$ cat config.mk
export PLATFORM = sky130hd
export DESIGN_NAME = ctrl_wei
export DESIGN_NICKNAME = d
export VERILOG_FILES = /design/src/rtl/ctrl_wei.sv
export SDC_FILE = /design/constraint.sdc
export NUM_CORES = 1
export LEC_CHECK = 0
export CAP_MARGIN = 20
export CORE_ASPECT_RATIO = 1.1
export CORE_UTILIZATION = 50
export CTS_CLUSTER_DIAMETER = 80
export DETAILED_ROUTE_END_ITERATION = 6
export PLACE_DENSITY = 0.85
export SLEW_MARGIN = 40
export SYNTH_ARGS = -nofsm -noshare
export SYNTH_HDL_FRONTEND = slang
export SYNTH_SLANG_ARGS = --single-unit
export TNS_END_PERCENT = 30
$ cat constraint.sdc
create_clock -name clk -period 3.3 [get_ports clk]
set_input_delay 0.495 -clock clk [delete_from_list [all_inputs] [get_ports clk]]
set_output_delay 0.495 -clock clk [all_outputs]
set_load 0.005 [all_outputs]
$ cat src/rtl/ctrl_wei.sv
// ctrl_wei: weight-fetch controller sitting in front of the weight distributor.
// It primes the distributor pipeline with discarded fetch pulses, then for each
// weight block it issues a fetch, waits for the distributor's ready flag and
// offers the block to the PE-cluster array for NumRep handshakes.
//
// Ports
//   clk, rst             clock, synchronous active-high reset
//   TOP_Start            start-of-layer pulse (accepted only when idle)
//   TOP_NumBlk/NumRep    layer configuration, latched on an accepted start
//   DISWEI_RdyWei        distributor output holds valid weights
//   PEC_ReqWei           PEC array consumes the current weight set
//   CTRLWEI_PlsFetch     one-cycle fetch pulse to the distributor
//   CTRLWEI_ValWei       weight set valid towards the PEC array
//   CTRLWEI_CntBlk       index of the block being fetched/served
//   CTRLWEI_Busy         controller not idle
//   CTRLWEI_Done         one-cycle end-of-layer pulse
//   CTRLWEI_Err          sticky ready-watchdog error
module ctrl_wei #(
  parameter int BLK_W     = 16,
  parameter int REP_W     = 8,
  parameter int PRIME_NUM = 2,
  parameter int PRIME_GAP = 4,
  parameter int TMO_W     = 10
) (
  input  logic             clk,
  input  logic             rst,
  input  logic             TOP_Start,
  input  logic [BLK_W-1:0] TOP_NumBlk,
  input  logic [REP_W-1:0] TOP_NumRep,
  input  logic             DISWEI_RdyWei,
  input  logic             PEC_ReqWei,
  output logic             CTRLWEI_PlsFetch,
  output logic             CTRLWEI_ValWei,
  output logic [BLK_W-1:0] CTRLWEI_CntBlk,
  output logic             CTRLWEI_Busy,
  output logic             CTRLWEI_Done,
  output logic             CTRLWEI_Err
);

  localparam int GAP_W = (PRIME_GAP > 2) ? $clog2(PRIME_GAP) : 1;
  localparam int PN_W  = (PRIME_NUM > 0) ? $clog2(PRIME_NUM + 1) : 1;
  // Last watchdog count value: reached in the (2**TMO_W-1)-th WAIT_RDY cycle.
  localparam logic [TMO_W-1:0] TMO_LAST = TMO_W'((2 ** TMO_W) - 2);

  // The fetch pulse is registered on entry to FETCH, so the pulse cycle is also
  // the one cycle in which the stale ready flag is ignored; ValWei can therefore
  // rise two cycles after a pulse.
  typedef enum logic [2:0] {
    IDLE,
    PRIME,
    FETCH,
    WAIT_RDY,
    SERVE,
    DONE
  } state_t;

  state_t state, state_n;

  logic             pls_q, pls_n;
  logic             val_q, val_n;
  logic             done_q, done_n;
  logic             err_q, err_n;
  logic             busy_q;
  logic [BLK_W-1:0] cnt_q, cnt_n;
  logic [BLK_W-1:0] nblk_q, nblk_n;
  logic [REP_W-1:0] rep_q, rep_n;
  logic [REP_W-1:0] rlast_q, rlast_n;
  logic [GAP_W-1:0] gap_q, gap_n;
  logic [PN_W-1:0]  prm_q, prm_n;
  logic [TMO_W-1:0] tmo_q, tmo_n;

  always_comb begin
    state_n = state;
    pls_n   = 1'b0;
    val_n   = val_q;
    done_n  = 1'b0;
    err_n   = err_q;
    cnt_n   = cnt_q;
    nblk_n  = nblk_q;
    rep_n   = rep_q;
    rlast_n = rlast_q;
    gap_n   = gap_q;
    prm_n   = prm_q;
    tmo_n   = tmo_q;
    case (state)
      IDLE: begin
        if (TOP_Start) begin
          nblk_n  = TOP_NumBlk;
          // A reuse count of 0 behaves as 1; store the last handshake index.
          rlast_n = (TOP_NumRep == '0) ? '0 : TOP_NumRep - REP_W'(1);
          err_n   = 1'b0;
          cnt_n   = '0;
          rep_n   = '0;
          gap_n   = '0;
          prm_n   = PN_W'(1);
          tmo_n   = '0;
          if (TOP_NumBlk == '0) begin
            done_n  = 1'b1;
            state_n = DONE;
          end else begin
            pls_n   = 1'b1;
            state_n = (PRIME_NUM == 0) ? FETCH : PRIME;
          end
        end
      end
      PRIME: begin
        // prm_q counts pulses already issued; the pulse after the last priming
        // pulse is the first real fetch.
        if (gap_q == GAP_W'(PRIME_GAP - 1)) begin
          gap_n = '0;
          pls_n = 1'b1;
          if (prm_q == PN_W'(PRIME_NUM)) begin
            state_n = FETCH;
          end else begin
            prm_n = prm_q + PN_W'(1);
          end
        end else begin
          gap_n = gap_q + GAP_W'(1);
        end
      end
      FETCH: begin
        tmo_n   = '0;
        state_n = WAIT_RDY;
      end
      WAIT_RDY: begin
        if (DISWEI_RdyWei) begin
          val_n   = 1'b1;
          rep_n   = '0;
          state_n = SERVE;
        end else if (tmo_q == TMO_LAST) begin
          err_n   = 1'b1;
          done_n  = 1'b1;
          state_n = DONE;
        end else begin
          tmo_n = tmo_q + TMO_W'(1);
        end
      end
      SERVE: begin
        // ValWei is high for the whole of SERVE, so a request is a handshake.
        if (PEC_ReqWei) begin
          if (rep_q == rlast_q) begin
            val_n = 1'b0;
            rep_n = '0;
            if (cnt_q < nblk_q - BLK_W'(1)) begin
              cnt_n   = cnt_q + BLK_W'(1);
              pls_n   = 1'b1;
              state_n = FETCH;
            end else begin
              done_n  = 1'b1;
              state_n = DONE;
            end
          end else begin
            rep_n = rep_q + REP_W'(1);
          end
        end
      end
      DONE: begin
        state_n = IDLE;
      end
      default: begin
        state_n = IDLE;
      end
    endcase
  end

  always_ff @(posedge clk) begin
    if (rst) begin
      state   <= IDLE;
      pls_q   <= 1'b0;
      val_q   <= 1'b0;
      done_q  <= 1'b0;
      err_q   <= 1'b0;
      busy_q  <= 1'b0;
      cnt_q   <= '0;
      nblk_q  <= '0;
      rep_q   <= '0;
      rlast_q <= '0;
      gap_q   <= '0;
      prm_q   <= '0;
      tmo_q   <= '0;
    end else begin
      state   <= state_n;
      pls_q   <= pls_n;
      val_q   <= val_n;
      done_q  <= done_n;
      err_q   <= err_n;
      busy_q  <= (state_n != IDLE);
      cnt_q   <= cnt_n;
      nblk_q  <= nblk_n;
      rep_q   <= rep_n;
      rlast_q <= rlast_n;
      gap_q   <= gap_n;
      prm_q   <= prm_n;
      tmo_q   <= tmo_n;
    end
  end

  assign CTRLWEI_PlsFetch = pls_q;
  assign CTRLWEI_ValWei   = val_q;
  assign CTRLWEI_CntBlk   = cnt_q;
  assign CTRLWEI_Busy     = busy_q;
  assign CTRLWEI_Done     = done_q;
  assign CTRLWEI_Err      = err_q;

endmodule
; Yosys cells after proc, flatten, opt, wreduce, memory -nomap -nowiden
; Index checks and enable logic that the tools add are counted.
[word_totals]
regBits = 70
wordCells = 112
[op_classes]
order_cmp = 1
n_eq_ne = 18
add_sub_neg = 7
n_mux = 55
n_reduce_logical = 18
[ops]
columns = op, n
row1 = $mux 16, 4
row2 = $mux 8, 5
row3 = $pmux 16 s2, 1
row4 = $mux 10, 3
row5 = $pmux 10 s3, 1
row6 = $mux 3, 9
row7 = $pmux 8 s3, 1
row8 = $ne 2x2->1 const B, 10
row9 = $reduce_and 4->1, 5
row10 = $mux 1, 19
row11 = $add 16x1->16 const B, 1
row12 = $logic_not 16->1, 1
row13 = $lt 16x16->1, 1
row14 = $sub 16x1->16 const B, 1
row15 = $pmux 3 s5, 1
row16 = $add 10x1->10 const B, 1
row17 = $eq 10x10->1 const B, 1
row18 = $mux 2, 5
row19 = $reduce_bool 3->1, 3
row20 = $add 8x1->8 const B, 1
row21 = $eq 8x8->1, 1
row22 = $logic_not 8->1, 1
row23 = $pmux 2 s2, 2
row24 = $reduce_bool 2->1, 4
row25 = 11 further kinds, 17

; Logic depth before layout (Yosys ltp)
[depth]
word_depth = 7
depth_mapped = 16
depth_no_buf = 14

; Worst setup path after synthesis
; No wires, ideal clock.
[synth_path]
kind = register to register
start = register nblk_q[2]
end = register cnt_q[12] (netlist: CTRLWEI_CntBlk[12])
n_path_buf = 2
period_less_slack_ps = 3199
setup_slack_ps = 101
t_arrival_ps = 3129
stages_incl_launch_ff = 16
path_cell_list = dfxtp_1 -> nor3_1 -> nand3_1 -> nor3_1 -> nand2_1 -> nor3_1 -> xnor2_1 -> ha_1 -> nand4_1 -> nor3_1 -> a311oi_2 -> a21oi_2 -> buf_6 -> buf_2 -> o31ai_1 -> a21oi_1
[synth_between]
elab_chain_cells = 4
[synth_lines]
columns = element, line_no
row1 = from (decl), 65  ; logic [BLK_W-1:0] nblk_q, nblk_n;
row2 = from (signal assigned), 189  ; nblk_q <= nblk_n;
row3 = $sub 16x1->16, 144  ; if (cnt_q < nblk_q - BLK_W'(1)) begin
row4 = $lt 16x16->1, 144
row5 = $ne 2x2->1 (no source line), --
row6 = $reduce_and 5->1 (no source line), --
row7 = to (signal assigned), 188  ; cnt_q <= cnt_n;
row8 = to (decl), 64  ; logic [BLK_W-1:0] cnt_q, cnt_n;
; Every way passes these cells.
; A chain may end at the register's enable or synchronous reset.

; Worst setup path after layout
[layout_path]
start = register nblk_q[7]
end = register cnt_q[10] (netlist: CTRLWEI_CntBlk[10])
; The elaborated chain is that of the path after synthesis.

==> results.py <==
metrics = {
    "route": {
        "via_per_inst": 5.93,
        "postRouteAntennaNets": 0,
        "vias": 3776,
        "drc": 0,
        "first_pass_iters": 5,
        "drt_iter0_drc": 186,
        "routed_wl_um": 9590,
        "wl_per_cell_um": 15.1,
    },
    "synthesis": {
        "yosys.cell_types.count": 58,
        "synth-seq-cells": 70,
        "synth_top_area_frac": 0.357,
        "synth_area_per_cell_um2": 8.30,
        "synth_fp_nets": 525,
        "synth.yosys.seq_area_share": 0.357,
        "netlist_top_cells_count": "dfxtp_1, nand2_1, a21oi_1",
        "synth_largest_area_cell": "dfxtp_1",
        "ys_warn_count": 0,
        "synth-main-ff-cell": "dfxtp_1",
        "async_flop_share": 0,
        "syn_inst": 473,
        "yosysMostFrequentCell": "dfxtp_1",
        "synth-edff-count": 0,
        "synth_area_leaders": "dfxtp_1, ha_1, nand2_1",
        "syn_area_um2": 3930,
    },
    "global_routing": {
        "use_met3": 0.0437,
        "met1_usage": 0.274,
        "grt_pass1_wl_um": 15600,
        "grt_start_max_net_pins": 32,
        "antenna_found_initial": 0,
        "grt_overflow": 0,
        "grt_pass1_vias": 3594,
        "grt_most_used_layer": "met2",
        "grtUsageMet2": 0.425,
        "globalRouteTotalUtil": 0.241,
    },
    "hold_path": {
        "min_path_type": "reg2reg",
    },
    "power": {
        "p_leak_nw": 1.85,
        "ir_drop_mv": 0.292,
        "powerDensity_nw_per_um2": 413,
    },
    "floorplanning": {
        "die_h_um": 94.9,
        "start_util": 0.522,
        "ioPinCount": 50,
        "die_area_um2": 8210,
        "die_w_um": 86.5,
        "core_area_um2": 7510,
        "rows": 33,
    },
    "setup_path": {
        "cp_max_fo": 15,
        "crit_arrival_ns": 3.49,
        "required_ns": 3.58,
        "rrSetupSlack_ns": 0.09,
        "crit_type": "reg2reg",
        "end_kind": "flop",
        "startpoint_type": "flop",
    },
    "clock_network": {
        "ctsHoldBuffers": 0,
        "numCtsBuffers": 9,
        "cts_tree": "built",
        "htreeDepth": 3,
        "insertion_delay_ns": 0.36,
        "clkTransAtPathRegs_ns": 0.08,
        "cts-root-buf": "clkbuf_8",
        "clock-sinks": 70,
        "clockBufferDepth": 2,
    },
    "sta": {
        "slew_violations": 0,
        "relSlewSlack": 0.510,
        "worst_pin_slew_ns": 0.734,
        "setup_violations": 0,
        "min_period_ns": 3.21,
        "fmax_mhz": 312,
        "finalCritPeriodShare": 0.971,
        "rsz0062_at_grt": "true",
        "setup_slack_ns": 0.0941,
        "skew_ns": 0.0130,
        "final.setup.tns_ns": 0,
        "whs_ns": 0.475,
        "hold_viol": 0,
    },
    "placement": {
        "portBuffers": 49,
        "place_hpwl_um": 6800,
        "dp.cells": 616,
        "gp_congestion": 0.844,
        "dpl_cell_area_um2": 4540,
        "dp_slack_ns": 0.0444,
    },
    "job": {
        "max_cap_viol_count": 0,
    },
    "cells_and_area": {
        "nFillCells": 616,
        "fin_cells": 637,
        "drive_above_1_share": 0.102,
        "layout.nets": 579,
        "syn_to_final_growth_pct": 25.4,
        "stdcell_area_um2": 4920,
        "num_antenna_cells": 0,
    },
    "outcome": {
        "status": "completed",
    },
}
-- registers in the layout, summed over array words and instances, names as in the netlist --
register and count:
CTRLWEI_Busy 1, CTRLWEI_CntBlk 16, CTRLWEI_Done 1, CTRLWEI_Err 1
CTRLWEI_PlsFetch 1, CTRLWEI_ValWei 1, gap_q 2, nblk_q 16
prm_q 2, rep_q 8, rlast_q 8, state 3
tmo_q 10
-- power breakdown --
| part | total, mW | leakage, nW | internal [mW] | switching [mW] |
|---|---|---|---|---|
| sequential | 0.898 | 0.570 | 0.870 | 0.0288 |
| clock | 0.801 | 0.116 | 0.467 | 0.334 |
| combinational | 0.334 | 1.16 | 0.156 | 0.177 |
| total | 2.03 | 1.85 | 1.49 | 0.540 |
-- worst max-delay path: stages (launching register included) --
cell and delay (ns):
dfxtp_1 0.40, nor4_2 0.43, nand2_1 0.17, nor2_2 0.16, xnor2_1 0.14, ha_1 0.29, a21oi_1 0.14, a21boi_0 0.12
a311oi_2 0.33, a21oi_2 0.13, buf_4 0.16, clkbuf_16 0.16, or3_1 0.35, a21oi_1 0.14
-- layout make-up --
type                       instances  area [um2]  area share
inverter                           8        30.0     0.00610
sequential                        70        1410       0.286
timing repair buffer              61         611       0.124
multi-input combinational        377        2510       0.510
clock buffer                      11         151      0.0308
tap                              105         131      0.0267
clock inverter                     5        81.3      0.0165
-- repair_timing --
item                       in CTS  in global routing
setup endpoints to repair       0                 21
buffers inserted                0                  4
gates resized for setup         0                 22
-- metal layers --
metal | part of all wire | vias to the layer above | routed length, um
met5 | 0 | - | 0
met4 | 0.029 | 0 | 282
met3 | 0.058 | 25 | 554
met2 | 0.49 | 136 | 4730
met1 | 0.42 | 1785 | 4030
li1 | - | 1830 | -
-- layout by cell type, fill, tap and decap left out, types with 7 or more instances in the layout --
| cell type | count |
|---|---|
| xor2_1 | 22 |
| nand3_1 | 7 |
| clkbuf_8 | 11 |
| o31ai_1 | 9 |
| xnor2_1 | 19 |
| ha_1 | 22 |
| or4_1 | 9 |
| nor3_1 | 12 |
| a21oi_1 | 45 |
| nand2_1 | 64 |
| nand4_1 | 13 |
| nor2_1 | 41 |
| clkdlybuf4s50_1 | 49 |
| buf_4 | 10 |
| o21ai_0 | 14 |
| dfxtp_1 | 68 |
-- through the flow --
step	power (mW)	util
2_1_floorplan	1.11	-
3_3_place_gp	1.20	0.603
3_5_place_dp	1.21	0.604
4_1_cts	2.01	0.635
5_1_grt	2.12	0.655
6_report	2.03	0.655
-- cells by family after synthesis --
| group | Yosys count | share of synthesized area |
|---|---|---|
| DFF | 70 | 0.357 |
| muxes | 2 | 0.00510 |
| AOI/OAI and AO/OA | 106 | 0.173 |
| xor gates and xnor gates | 41 | 0.0915 |
| and+or+nand+nor | 205 | 0.271 |
| buffers and inverters | 26 | 0.0293 |
| adders and majority gates | 23 | 0.0733 |
-- path summary, 6_finish.rpt --
| path | from | to | cells after the start |
|---|---|---|---|
| setup reg to reg | nblk_q[7] | CTRLWEI_CntBlk[10] | 13 |
| setup / recovery | nblk_q[7] | CTRLWEI_CntBlk[10] | 13 |
| hold reg to reg | rlast_q[7] | rlast_q[7] | 2 |
| hold / removal | rlast_q[7] | rlast_q[7] | 2 |
Note: power is estimated with default switching activity, not from simulation.
